File: src/rtl/punc_exec_unit_if.sv
// ---------------------------------------------------------------------------
// punc_exec_unit_if
// Groups the micro-op handshake and the external memory port of the PUnC
// execution unit.
//   op_*   : micro-op offered by the fetch/decode controller (valid/ready),
//            plus the op_done retire pulse
//   mem_*  : variable-latency req/ack memory port
// Modports:
//   slave  : the execution unit (accepts ops, drives memory requests)
//   master : the controller/memory side (offers ops, answers requests)
// ---------------------------------------------------------------------------
interface punc_exec_unit_if #(
  parameter int DATA_W = 16,
  parameter int REG_AW = 3,
  parameter int IMM_W  = 9
);
  logic              op_valid;
  logic              op_ready;
  logic [2:0]        op_code;
  logic [REG_AW-1:0] op_rd;
  logic [REG_AW-1:0] op_ra;
  logic [REG_AW-1:0] op_rb;
  logic              op_use_imm;
  logic [IMM_W-1:0]  op_imm;
  logic [2:0]        op_nzp;
  logic              op_done;

  logic              mem_req;
  logic              mem_we;
  logic [DATA_W-1:0] mem_addr;
  logic [DATA_W-1:0] mem_wdata;
  logic              mem_ack;
  logic [DATA_W-1:0] mem_rdata;

  modport slave (
    input  op_valid, op_code, op_rd, op_ra, op_rb, op_use_imm, op_imm, op_nzp,
    output op_ready, op_done,
    output mem_req, mem_we, mem_addr, mem_wdata,
    input  mem_ack, mem_rdata
  );

  modport master (
    output op_valid, op_code, op_rd, op_ra, op_rb, op_use_imm, op_imm, op_nzp,
    input  op_ready, op_done,
    input  mem_req, mem_we, mem_addr, mem_wdata,
    output mem_ack, mem_rdata
  );
endinterface

File: src/rtl/punc_exec_unit.sv
// ---------------------------------------------------------------------------
// punc_exec_unit
// Execution datapath of the PUnC processor. Accepts one micro-op per
// valid/ready handshake and owns the register file, the PC and the NZP
// condition codes. Executes ADD/AND/NOT/LEA/BR/JMP in a single EXEC cycle and
// LD/ST through an external variable-latency memory port.
// Ports:
//   clk_i       rising-edge clock
//   rst_ni      asynchronous active-low reset
//   bus         punc_exec_unit_if.slave (micro-op handshake + memory port)
//   dbg_addr_i  debug register select
//   dbg_data_o  R[dbg_addr_i], combinational
//   n_o/z_o/p_o condition codes
//   pc_o        current PC
// ---------------------------------------------------------------------------
module punc_exec_unit #(
  parameter int                DATA_W   = 16,
  parameter int                NUM_REGS = 8,
  parameter int                IMM_W    = 9,
  parameter logic [DATA_W-1:0] PC_RST   = '0
) (
  input  logic                        clk_i,
  input  logic                        rst_ni,
  punc_exec_unit_if.slave             bus,
  input  logic [$clog2(NUM_REGS)-1:0] dbg_addr_i,
  output logic [DATA_W-1:0]           dbg_data_o,
  output logic                        n_o,
  output logic                        z_o,
  output logic                        p_o,
  output logic [DATA_W-1:0]           pc_o
);

  localparam int REG_AW = $clog2(NUM_REGS);

  typedef enum logic [1:0] {
    S_IDLE,
    S_EXEC,
    S_MEM
  } state_e;

  typedef enum logic [2:0] {
    OP_ADD = 3'd0,
    OP_AND = 3'd1,
    OP_NOT = 3'd2,
    OP_LD  = 3'd3,
    OP_ST  = 3'd4,
    OP_LEA = 3'd5,
    OP_BR  = 3'd6,
    OP_JMP = 3'd7
  } op_e;

  state_e            state_q;
  op_e               op_code_q;
  logic [REG_AW-1:0] op_rd_q;
  logic [REG_AW-1:0] op_ra_q;
  logic [REG_AW-1:0] op_rb_q;
  logic              op_use_imm_q;
  logic [IMM_W-1:0]  op_imm_q;
  logic [2:0]        op_nzp_q;

  logic [DATA_W-1:0] regs_q [NUM_REGS];
  logic [DATA_W-1:0] pc_q;
  logic              n_q;
  logic              z_q;
  logic              p_q;

  logic              mem_we_q;
  logic [DATA_W-1:0] mem_addr_q;
  logic [DATA_W-1:0] mem_wdata_q;

  logic [DATA_W-1:0] imm_ext;
  logic [DATA_W-1:0] acc_imm_ext;
  logic [DATA_W-1:0] ra_val;
  logic [DATA_W-1:0] b_val;
  logic [DATA_W-1:0] wr_data_d;
  logic [DATA_W-1:0] pc_d;
  logic              wr_en;
  logic              nzp_en;
  logic              retire;
  logic              taken;
  logic              accept;

  // Sign extension of the latched immediate (used at execute time) and of
  // the incoming immediate (used to form the memory address at accept time).
  assign imm_ext     = DATA_W'($signed(op_imm_q));
  assign acc_imm_ext = DATA_W'($signed(bus.op_imm));

  assign accept = bus.op_valid && (state_q == S_IDLE);

  // A memory op retires in the ack cycle itself, so op_done has to follow
  // mem_ack combinationally rather than come from a register.
  assign retire = (state_q == S_EXEC) || ((state_q == S_MEM) && bus.mem_ack);

  assign bus.op_ready  = (state_q == S_IDLE);
  assign bus.op_done   = retire;
  assign bus.mem_req   = (state_q == S_MEM);
  assign bus.mem_we    = mem_we_q && (state_q == S_MEM);
  assign bus.mem_addr  = mem_addr_q;
  assign bus.mem_wdata = mem_wdata_q;

  assign dbg_data_o = regs_q[dbg_addr_i];
  assign pc_o       = pc_q;
  assign n_o        = n_q;
  assign z_o        = z_q;
  assign p_o        = p_q;

  // Retire-cycle datapath: works out the register write, the NZP update and
  // the next PC for whatever op is finishing this cycle.
  always_comb begin
    ra_val    = regs_q[op_ra_q];
    b_val     = op_use_imm_q ? imm_ext : regs_q[op_rb_q];
    taken     = |(op_nzp_q & {n_q, z_q, p_q});
    wr_en     = 1'b0;
    nzp_en    = 1'b0;
    wr_data_d = '0;
    pc_d      = pc_q + DATA_W'(1);

    if (state_q == S_EXEC) begin
      case (op_code_q)
        OP_ADD: begin
          wr_en     = 1'b1;
          nzp_en    = 1'b1;
          wr_data_d = ra_val + b_val;
        end
        OP_AND: begin
          wr_en     = 1'b1;
          nzp_en    = 1'b1;
          wr_data_d = ra_val & b_val;
        end
        OP_NOT: begin
          wr_en     = 1'b1;
          nzp_en    = 1'b1;
          wr_data_d = ~ra_val;
        end
        OP_LEA: begin
          wr_en     = 1'b1;
          wr_data_d = pc_q + imm_ext;
        end
        OP_BR: begin
          if (taken) pc_d = pc_q + imm_ext;
        end
        OP_JMP: begin
          pc_d = ra_val;
        end
        default: begin
        end
      endcase
    end else if ((state_q == S_MEM) && bus.mem_ack && (op_code_q == OP_LD)) begin
      wr_en     = 1'b1;
      nzp_en    = 1'b1;
      wr_data_d = bus.mem_rdata;
    end
  end

  // Control FSM, op latches, memory request registers and architectural
  // state. The memory address and store data are captured at accept; no
  // register write can happen between accept and the request cycles, so
  // this is the same value the request would see.
  always_ff @(posedge clk_i or negedge rst_ni) begin
    if (!rst_ni) begin
      state_q      <= S_IDLE;
      op_code_q    <= OP_ADD;
      op_rd_q      <= '0;
      op_ra_q      <= '0;
      op_rb_q      <= '0;
      op_use_imm_q <= 1'b0;
      op_imm_q     <= '0;
      op_nzp_q     <= '0;
      mem_we_q     <= 1'b0;
      mem_addr_q   <= '0;
      mem_wdata_q  <= '0;
      pc_q         <= PC_RST;
      n_q          <= 1'b0;
      z_q          <= 1'b1;
      p_q          <= 1'b0;
      for (int i = 0; i < NUM_REGS; i++) regs_q[i] <= '0;
    end else begin
      case (state_q)
        S_IDLE: begin
          if (accept) begin
            op_code_q    <= op_e'(bus.op_code);
            op_rd_q      <= bus.op_rd;
            op_ra_q      <= bus.op_ra;
            op_rb_q      <= bus.op_rb;
            op_use_imm_q <= bus.op_use_imm;
            op_imm_q     <= bus.op_imm;
            op_nzp_q     <= bus.op_nzp;
            if ((bus.op_code == OP_LD) || (bus.op_code == OP_ST)) begin
              state_q     <= S_MEM;
              mem_we_q    <= (bus.op_code == OP_ST);
              mem_addr_q  <= regs_q[bus.op_ra] + acc_imm_ext;
              mem_wdata_q <= regs_q[bus.op_rb];
            end else begin
              state_q <= S_EXEC;
            end
          end
        end
        S_EXEC: state_q <= S_IDLE;
        S_MEM: begin
          if (bus.mem_ack) state_q <= S_IDLE;
        end
        default: state_q <= S_IDLE;
      endcase

      if (retire) pc_q <= pc_d;
      if (wr_en) regs_q[op_rd_q] <= wr_data_d;
      if (nzp_en) begin
        n_q <= wr_data_d[DATA_W-1];
        z_q <= (wr_data_d == '0);
        p_q <= !wr_data_d[DATA_W-1] && (wr_data_d != '0);
      end
    end
  end

endmodule

File: src/flat_wrapper.sv
// flat-port wrapper written by rule: the top's interface ports become plain ports
module punc_exec_unit_flat 
#(
  parameter int                DATA_W   = 16,
  parameter int                NUM_REGS = 8,
  parameter int                IMM_W    = 9,
  parameter logic [DATA_W-1:0] PC_RST   = '0
)
  (clk_i, rst_ni, dbg_addr_i, dbg_data_o, n_o, z_o, p_o, pc_o, bus_op_valid, bus_op_code, bus_op_rd, bus_op_ra, bus_op_rb, bus_op_use_imm, bus_op_imm, bus_op_nzp, bus_op_ready, bus_op_done, bus_mem_req, bus_mem_we, bus_mem_addr, bus_mem_wdata, bus_mem_ack, bus_mem_rdata);
  punc_exec_unit_if #(.DATA_W(DATA_W), .REG_AW((3)), .IMM_W(IMM_W)) bus_i ();
  input  logic clk_i;
  input  logic rst_ni;
  input  logic [$clog2(NUM_REGS)-1:0] dbg_addr_i;
  output logic [DATA_W-1:0] dbg_data_o;
  output logic n_o;
  output logic z_o;
  output logic p_o;
  output logic [DATA_W-1:0] pc_o;
  input wire logic [$bits(bus_i.op_valid)-1:0] bus_op_valid;
  input wire logic [$bits(bus_i.op_code)-1:0] bus_op_code;
  input wire logic [$bits(bus_i.op_rd)-1:0] bus_op_rd;
  input wire logic [$bits(bus_i.op_ra)-1:0] bus_op_ra;
  input wire logic [$bits(bus_i.op_rb)-1:0] bus_op_rb;
  input wire logic [$bits(bus_i.op_use_imm)-1:0] bus_op_use_imm;
  input wire logic [$bits(bus_i.op_imm)-1:0] bus_op_imm;
  input wire logic [$bits(bus_i.op_nzp)-1:0] bus_op_nzp;
  output wire logic [$bits(bus_i.op_ready)-1:0] bus_op_ready;
  output wire logic [$bits(bus_i.op_done)-1:0] bus_op_done;
  output wire logic [$bits(bus_i.mem_req)-1:0] bus_mem_req;
  output wire logic [$bits(bus_i.mem_we)-1:0] bus_mem_we;
  output wire logic [$bits(bus_i.mem_addr)-1:0] bus_mem_addr;
  output wire logic [$bits(bus_i.mem_wdata)-1:0] bus_mem_wdata;
  input wire logic [$bits(bus_i.mem_ack)-1:0] bus_mem_ack;
  input wire logic [$bits(bus_i.mem_rdata)-1:0] bus_mem_rdata;
  assign bus_i.op_valid = bus_op_valid;
  assign bus_i.op_code = bus_op_code;
  assign bus_i.op_rd = bus_op_rd;
  assign bus_i.op_ra = bus_op_ra;
  assign bus_i.op_rb = bus_op_rb;
  assign bus_i.op_use_imm = bus_op_use_imm;
  assign bus_i.op_imm = bus_op_imm;
  assign bus_i.op_nzp = bus_op_nzp;
  assign bus_op_ready = bus_i.op_ready;
  assign bus_op_done = bus_i.op_done;
  assign bus_mem_req = bus_i.mem_req;
  assign bus_mem_we = bus_i.mem_we;
  assign bus_mem_addr = bus_i.mem_addr;
  assign bus_mem_wdata = bus_i.mem_wdata;
  assign bus_i.mem_ack = bus_mem_ack;
  assign bus_i.mem_rdata = bus_mem_rdata;
  punc_exec_unit #(.DATA_W(DATA_W), .NUM_REGS(NUM_REGS), .IMM_W(IMM_W), .PC_RST(PC_RST)) u_core (.clk_i(clk_i), .rst_ni(rst_ni), .bus(bus_i), .dbg_addr_i(dbg_addr_i), .dbg_data_o(dbg_data_o), .n_o(n_o), .z_o(z_o), .p_o(p_o), .pc_o(pc_o));
endmodule
File: config.mk
export PLATFORM = sky130hd
export DESIGN_NAME = punc_exec_unit_flat
export DESIGN_NICKNAME = d
export VERILOG_FILES = /design/src/rtl/punc_exec_unit_if.sv /design/src/rtl/punc_exec_unit.sv /design/src/flat_wrapper.sv
export SDC_FILE = /design/constraint.sdc
export NUM_CORES = 1
export LEC_CHECK = 0
export BUFFER_PORTS_ARGS = -buffer_cell sky130_fd_sc_hd__buf_2
export CORE_UTILIZATION = 30
export DETAILED_ROUTE_END_ITERATION = 16
export PLACE_DENSITY = 0.45
export SLEW_MARGIN = 10
export SYNTH_ARGS = -nofsm -noshare
export SYNTH_HDL_FRONTEND = slang
export SYNTH_SLANG_ARGS = --single-unit
File: constraint.sdc
create_clock -name clk_i -period 9.44 [get_ports clk_i]
set_input_delay 0.472 -clock clk_i [delete_from_list [all_inputs] [get_ports clk_i]]
set_output_delay 0.472 -clock clk_i [all_outputs]
set_load 0.01 [all_outputs]
# Yosys cells after proc, flatten, opt, wreduce, memory -nomap -nowiden

Cells that the tools add are included.

Input port bits: 48
Logic and storage cells: 108
Flip-flop bits (word level): 207
Output and inout port bits: 71

Order comparisons: 7
Bitwise operators: 9
Add/sub/neg operators: 4
Reductions and logical operators: 19
Eq/ne operators: 12
Muxes and demuxes: 34

Operators with widths:

| operator                                              | number |
|---|---|
| two-way mux 16 bit                                    | 16 |
| binary-select mux 16 bit (select 3 bit)               | 5 |
| bitwise mux 128 bit                                   | 1 |
| one-hot mux 16 bit (4 select lines)                   | 1 |
| adder 16 bit                                          | 3 |
| demux 16 bit (select 3 bit)                           | 1 |
| one-hot mux 16 bit (2 select lines)                   | 1 |
| >= comparator 4 bit, second input constant            | 6 |
| inverter 3 -> 4 bit                                   | 6 |
| adder 16 x 1 -> 16 bit, second input constant         | 1 |
| AND 16 bit                                            | 1 |
| zero test 16 bit                                      | 1 |
| inverter 16 bit                                       | 1 |
| nonzero test 16 bit                                   | 1 |
| equality test 3 bit, second input constant            | 4 |
| equality test 3 x 2 -> 1 bit, second input constant   | 3 |
| logical AND 1 bit                                     | 6 |
| two-way mux 2 bit                                     | 3 |
| OR reduction 3 bit                                    | 2 |
| two-way mux 1 bit                                     | 5 |
| < comparator 4 x 1 -> 1 bit, second input constant    | 1 |
| inequality test 2 x 1 -> 1 bit, second input constant | 2 |
| one-hot mux 2 bit (2 select lines)                    | 1 |
| AND reduction 2 bit                                   | 2 |
| 10 further kinds                                      | 11 |

# Depth between registers and ports, before layout

Word-level depth: 10
Mapped depth: 17

# Worst setup path before layout

No wires, ideal clock.

Path type: register to register
Start: register u_core.op_rb_q[0]
End: register u_core.z_q (netlist: u_core.z_o)
Slack: 4.765 ns
Stages on the path, launching flop included: 17
Library setup time: 0.061 ns
Data required time: 9.379 ns
Data arrival time: 4.614 ns
Period minus slack after synthesis: 4.675 ns
Cells stage by stage: dfrtp_1 clkbuf_1 buf_1 mux4_2 mux2i_1 o21ai_0 ha_1 fa_1 a211oi_2 nor2_1 o311ai_1 nand2_1 xor2_1 a221oi_1 nand3_1 nor4b_2 a22o_1

Word-level cells in the longest chain between the ends: 9

Ends and longest elaborated chain:

| item                                                      | line                                         | source |
|---|---|---|
| start: declaration                                        | punc_exec_unit.sv:56                         | `logic [REG_AW-1:0] op_rb_q;` |
| start signal: assignment                                  | punc_exec_unit.sv:184                        | `op_rb_q <= bus.op_rb;` |
| inverter 3 -> 4 bit (not written as such) (*)             | punc_exec_unit.sv:111                        | `b_val = op_use_imm_q ? imm_ext : regs_q[op_rb_q];` |
| binary-select mux 16 bit (select 3 bit) (*)               | punc_exec_unit.sv:111                        |  |
| two-way mux 16 bit (not written as such) (*) (2 in a row) | punc_exec_unit.sv:111                        |  |
| two-way mux 16 bit (*)                                    | punc_exec_unit.sv:111                        |  |
| adder 16 bit / AND 16 bit (equally long branches)         | punc_exec_unit.sv:123, punc_exec_unit.sv:128 |  |
| one-hot mux 16 bit (4 select lines) (*)                   | punc_exec_unit.sv:119                        | `case (op_code_q)` |
| two-way mux 16 bit (*)                                    | punc_exec_unit.sv:118                        | `if (state_q == S_EXEC) begin` |
| zero test 16 bit (*)                                      | punc_exec_unit.sv:209                        | `z_q <= (wr_data_d == '0);` |
| end signal: assignment                                    | punc_exec_unit.sv:209                        |  |
| end: declaration                                          | punc_exec_unit.sv:64                         | `logic z_q;` |

Every way passes the cells marked *; elsewhere a longest branch is shown, timed or not. The select of a mux whose other input is x is not followed.
A chain may end at the register's enable or synchronous reset.

# Final worst setup path

Start: register u_core.op_ra_q[1]
End: register u_core.z_q (netlist: u_core.z_o)

Word-level cells in the longest chain between the ends: 8

Ends and longest elaborated chain:

| item                                                      | line                  | source |
|---|---|---|
| start: declaration                                        | punc_exec_unit.sv:55  | `logic [REG_AW-1:0] op_ra_q;` |
| start signal: assignment                                  | punc_exec_unit.sv:183 | `op_ra_q <= bus.op_ra;` |
| inverter 3 -> 4 bit (not written as such) (*)             | punc_exec_unit.sv:110 | `ra_val = regs_q[op_ra_q];` |
| binary-select mux 16 bit (select 3 bit) (*)               | punc_exec_unit.sv:110 |  |
| two-way mux 16 bit (not written as such) (*) (2 in a row) | punc_exec_unit.sv:110 |  |
| adder 16 bit (tied with other cells)                      | punc_exec_unit.sv:123 | `wr_data_d = ra_val + b_val;` |
| one-hot mux 16 bit (4 select lines) (*)                   | punc_exec_unit.sv:119 |  |
| two-way mux 16 bit (*)                                    | punc_exec_unit.sv:118 |  |
| zero test 16 bit (*)                                      | punc_exec_unit.sv:209 |  |

Marks and branches as above.

==> metrics.log <==
INFO  metric cp_data_arrival_time = 6.23 ns
INFO  metric wl_per_cell = 25.1 um
INFO  metric leakagePower = 7.70 nW
INFO  metric clk_root_buffer_cell = sky130_fd_sc_hd__clkbuf_16
INFO  metric areaGrowthSynthToFinish = 13.5%
INFO  metric synth.top_cell.area_share = 0.323
INFO  metric yosysWarningCount = 0
INFO  metric route.detailed.drc = 0
INFO  metric drt_pass1_iterations = 5
INFO  metric timing.setup.tns = 0 ns
INFO  metric synthesis.instances = 1,515
INFO  metric post_synth_instance_area = 16,000 um^2
INFO  metric layout_min_cycle_time = 5.72 ns
INFO  metric path_buf_inv = 2
INFO  metric finalNetCount = 1,682
INFO  metric postRouteAntennaNets = 0
INFO  metric cts_buffers = 28
INFO  metric antenna_cells = 0
INFO  metric number_of_port_buffers = 118
INFO  metric wl = 57.5 mm
INFO  metric asyncSetResetFlopFracSynth = 1.00
INFO  metric path_max_fanout = 19
INFO  metric gp_congestion = 0.899
INFO  metric crit_path_max_incr_delay = 1.05 ns
INFO  metric mappedNetlistNets = 1,613
INFO  metric ys_seq_elements = 207
INFO  metric core.rowCount = 84
INFO  metric starting_density_of_the_core = 0.304
INFO  metric synth-edff-count = 0
INFO  metric clock.fmax = 0.175 GHz
INFO  metric top_area_cells_in_the_synthesized_netlist = sky130_fd_sc_hd__dfrtp_1 32%, sky130_fd_sc_hd__mux4_2 20%, sky130_fd_sc_hd__o21ai_0 6.4%, sky130_fd_sc_hd__nand2_1 4.9%, sky130_fd_sc_hd__mux2_2 4.4%
INFO  metric drt_iter0_markers = 1,053
INFO  metric tritoncts = built
INFO  metric synth_cell_types = 82
INFO  metric post_route_cells_drive_above_1_share = 0.269
INFO  metric worst_slew_margin_rel = 0.193
INFO  metric design.portCount = 119
INFO  metric clock_insertion_delay_worst_skew = 0.58 ns
INFO  metric globalRouteTotalUtil = 0.214
INFO  metric routed_via_density = 5.74
INFO  metric core_area = 52,600 um^2
INFO  metric status = completed
INFO  metric tightestPinTransition = 1.21 ns
INFO  metric maxCapViolations = 0
INFO  metric ir_drop = 0.144 mV
INFO  metric grt-ovfl-total = 0
INFO  metric ctsHtreeMaxLevel = 1
INFO  metric endpoint_kind = flop
INFO  metric synth_top_area_cell = sky130_fd_sc_hd__dfrtp_1
INFO  metric slew_violations = 0
INFO  metric dieWidth = 233 um
INFO  metric cp_cell_sequence = buf_4, mux4_2, mux2i_1, inv_1, ha_1, o21ai_0, nor2_1, o311ai_1, nand2_1, xor2_1, a221oi_1, nand3_1, nor4b_2, a22o_1
INFO  metric global_route_wire_length_before_repair = 86.3 mm
INFO  metric pin_count_of_the_biggest_net_entering_global_routing = 74
INFO  metric p_per_area = 225 nW/um^2
INFO  metric synth_area_per_cell = 10.5 um^2
INFO  metric worst_path_dominant_cell_family = compound AO/OA/AOI/OAI gates
INFO  metric route.vias.total = 13,100
INFO  metric crit_path_start_kind = flop
INFO  metric ys_dominant_reg_cell = sky130_fd_sc_hd__dfrtp_1
INFO  metric worst_path_max_delay_cell = sky130_fd_sc_hd__dfrtp_1
INFO  metric cts.path.max_buffers = 3
INFO  metric die_y = 233 um
INFO  metric final_skew = 0.0137 ns
INFO  metric min-delay-path-class = primary input to flop
INFO  metric cts.reportedPaths.clkPinSlew = 0.06 ns
INFO  metric floorplan.die_area = 54,200 um^2
INFO  metric grt_antenna_before_repair = 0
INFO  metric finalSetupViolations = 0
INFO  metric holdWs = 0.131 ns
INFO  metric clock_sink_count = 207
INFO  metric timing.setup.critical_path_class = flop to flop
INFO  metric post_dp_hpwl = 40.2 mm
INFO  metric first_global_vias = 12,900
INFO  metric cp_data_required_time = 9.95 ns
INFO  metric finalCritPeriodShare = 0.606
INFO  metric setup_repair_after_global_routing_missed_its_margin = false
INFO  metric ys_seq_area_frac = 0.324
INFO  metric final-hold-violation-count = 0
area by class of cell:
cell class | instances | area [um^2]
multi-input cells | 1164 | 10100
inverters | 34 | 128
clock inverters | 11 | 198
repair buffers | 149 | 836
flip-flops and latches | 207 | 5180
well taps | 688 | 861
clock buffers | 37 | 785
fillers | 5307 | 34400
sequential cells by signal, indices dropped and copies added (netlist names), 2 cells and up:
signal                flops
u_core.bus.mem_addr      16
u_core.bus.mem_wdata     16
u_core.op_code_q          3
u_core.op_imm_q           9
u_core.op_nzp_q           3
u_core.op_ra_q            3
u_core.op_rb_q            3
u_core.op_rd_q            3
u_core.pc_o              16
u_core.regs_q           128
u_core.state_q            2
stage by stage:
stage | area [um^2] | power (mW) | std cells | setup WS [ns] | util
floorplan | 16000 | 2.41 | 1515 | 4.76 | -
global placement | 17100 | 2.92 | 2241 | 4.00 | 0.326
detailed placement | 17100 | 2.94 | 2241 | 3.83 | 0.326
CTS | 18100 | 4.11 | 2290 | 3.81 | 0.345
global route | 18100 | 4.33 | 2290 | 3.48 | 0.345
finish | 18100 | 4.08 | 2290 | 3.72 | 0.345
cells in the final DEF, fill, tap and decap left out, types with 16 or more instances in the layout:
cell type                     n
sky130_fd_sc_hd__nor2_1      77
sky130_fd_sc_hd__a22oi_1     17
sky130_fd_sc_hd__ha_1        47
sky130_fd_sc_hd__a21oi_1     47
sky130_fd_sc_hd__a22o_1      17
sky130_fd_sc_hd__o21ai_0    203
sky130_fd_sc_hd__nor2b_1     17
sky130_fd_sc_hd__nand3_1     18
sky130_fd_sc_hd__a211oi_1    17
sky130_fd_sc_hd__nor3_1      16
sky130_fd_sc_hd__mux4_1      16
sky130_fd_sc_hd__clkbuf_16   28
sky130_fd_sc_hd__buf_4       30
sky130_fd_sc_hd__mux4_2     142
sky130_fd_sc_hd__mux2_2      62
sky130_fd_sc_hd__mux2i_1     44
sky130_fd_sc_hd__inv_1       33
sky130_fd_sc_hd__buf_2      117
sky130_fd_sc_hd__dfrtp_1    205
sky130_fd_sc_hd__nand2_1    208
sky130_fd_sc_hd__xnor2_1     18
cells in the mapped netlist, types with 7 or more instances:
cell type	n
sky130_fd_sc_hd__o211ai_1	7
sky130_fd_sc_hd__nor3_1	17
sky130_fd_sc_hd__a21o_1	12
sky130_fd_sc_hd__inv_1	33
sky130_fd_sc_hd__a221oi_1	7
sky130_fd_sc_hd__mux2_2	62
sky130_fd_sc_hd__buf_1	20
sky130_fd_sc_hd__xor2_1	13
sky130_fd_sc_hd__clkbuf_1	74
sky130_fd_sc_hd__nor2b_1	17
sky130_fd_sc_hd__xnor2_1	18
sky130_fd_sc_hd__o21ai_0	203
sky130_fd_sc_hd__and3_1	14
sky130_fd_sc_hd__nand3_1	20
sky130_fd_sc_hd__o21a_1	7
sky130_fd_sc_hd__nand2_1	209
sky130_fd_sc_hd__mux4_1	16
sky130_fd_sc_hd__mux4_2	142
sky130_fd_sc_hd__dfrtp_1	206
sky130_fd_sc_hd__a211oi_1	17
sky130_fd_sc_hd__nor2_1	77
sky130_fd_sc_hd__a22o_1	17
sky130_fd_sc_hd__a22oi_1	17
sky130_fd_sc_hd__a31oi_1	14
sky130_fd_sc_hd__ha_1	47
sky130_fd_sc_hd__a21oi_1	47
sky130_fd_sc_hd__mux2i_1	44
per-layer routing:
metal	GRT usage	wire, um
met1	0.293	25400
met2	0.348	27100
met3	0.0303	3200
met4	0.0629	1750
met5	0	0
power by group:
group | total (mW) | internal (mW) | switching [mW]
clock network | 1.15 | 0.715 | 0.432
registers | 1.37 | 1.07 | 0.294
logic | 1.56 | 0.725 | 0.840
total | 4.08 | 2.51 | 1.57
cell families (layout without fill, tap and decap cells):
family	count (synthesis)	in the layout	share of synthesized area
multiplexers	268	268	0.302
XOR/XNOR	31	31	0.0170
AND/OR/NAND/NOR	406	406	0.116
buffers and inverters	144	231	0.0418
adder cells (fa/ha/maj)	50	50	0.0406
flip-flops	207	207	0.324
AO/OA/AOI/OAI	409	409	0.159
path summary, 6_finish.rpt:
| kind | from | to | slack, ns | cells past startpoint |
|---|---|---|---|---|
| max | u_core.op_ra_q[1]$_DFFE_PN0P_ | u_core.z_o$_DFFE_PN1P_ | 3.72 | 14 |
| min | bus_op_rd[2] | u_core.op_rd_q[2]$_DFFE_PN0P_ | 0.13 | 2 |
| max reg2reg | u_core.op_ra_q[1]$_DFFE_PN0P_ | u_core.z_o$_DFFE_PN1P_ | 3.72 | 14 |
| min reg2reg | u_core.bus.mem_addr[6]$_DFFE_PN0P_ | u_core.bus.mem_addr[6]$_DFFE_PN0P_ | 0.47 | 2 |
| max in group asynchronous | rst_ni | u_core.op_rb_q[0]$_DFFE_PN0P_ | 7.44 | 3 |
| min in group asynchronous | rst_ni | u_core.pc_o[10]$_DFFE_PN0P_ | 0.44 | 2 |
timing repair:
item                                    4_1_cts  5_1_grt
endpoints found under the setup margin        0        0
buffers inserted                              0        0
endpoints found under the hold margin        71        0
resized for setup                             0        0
hold buffers                                  1        0
No activity file was read; power rests on OpenSTA's default activity.
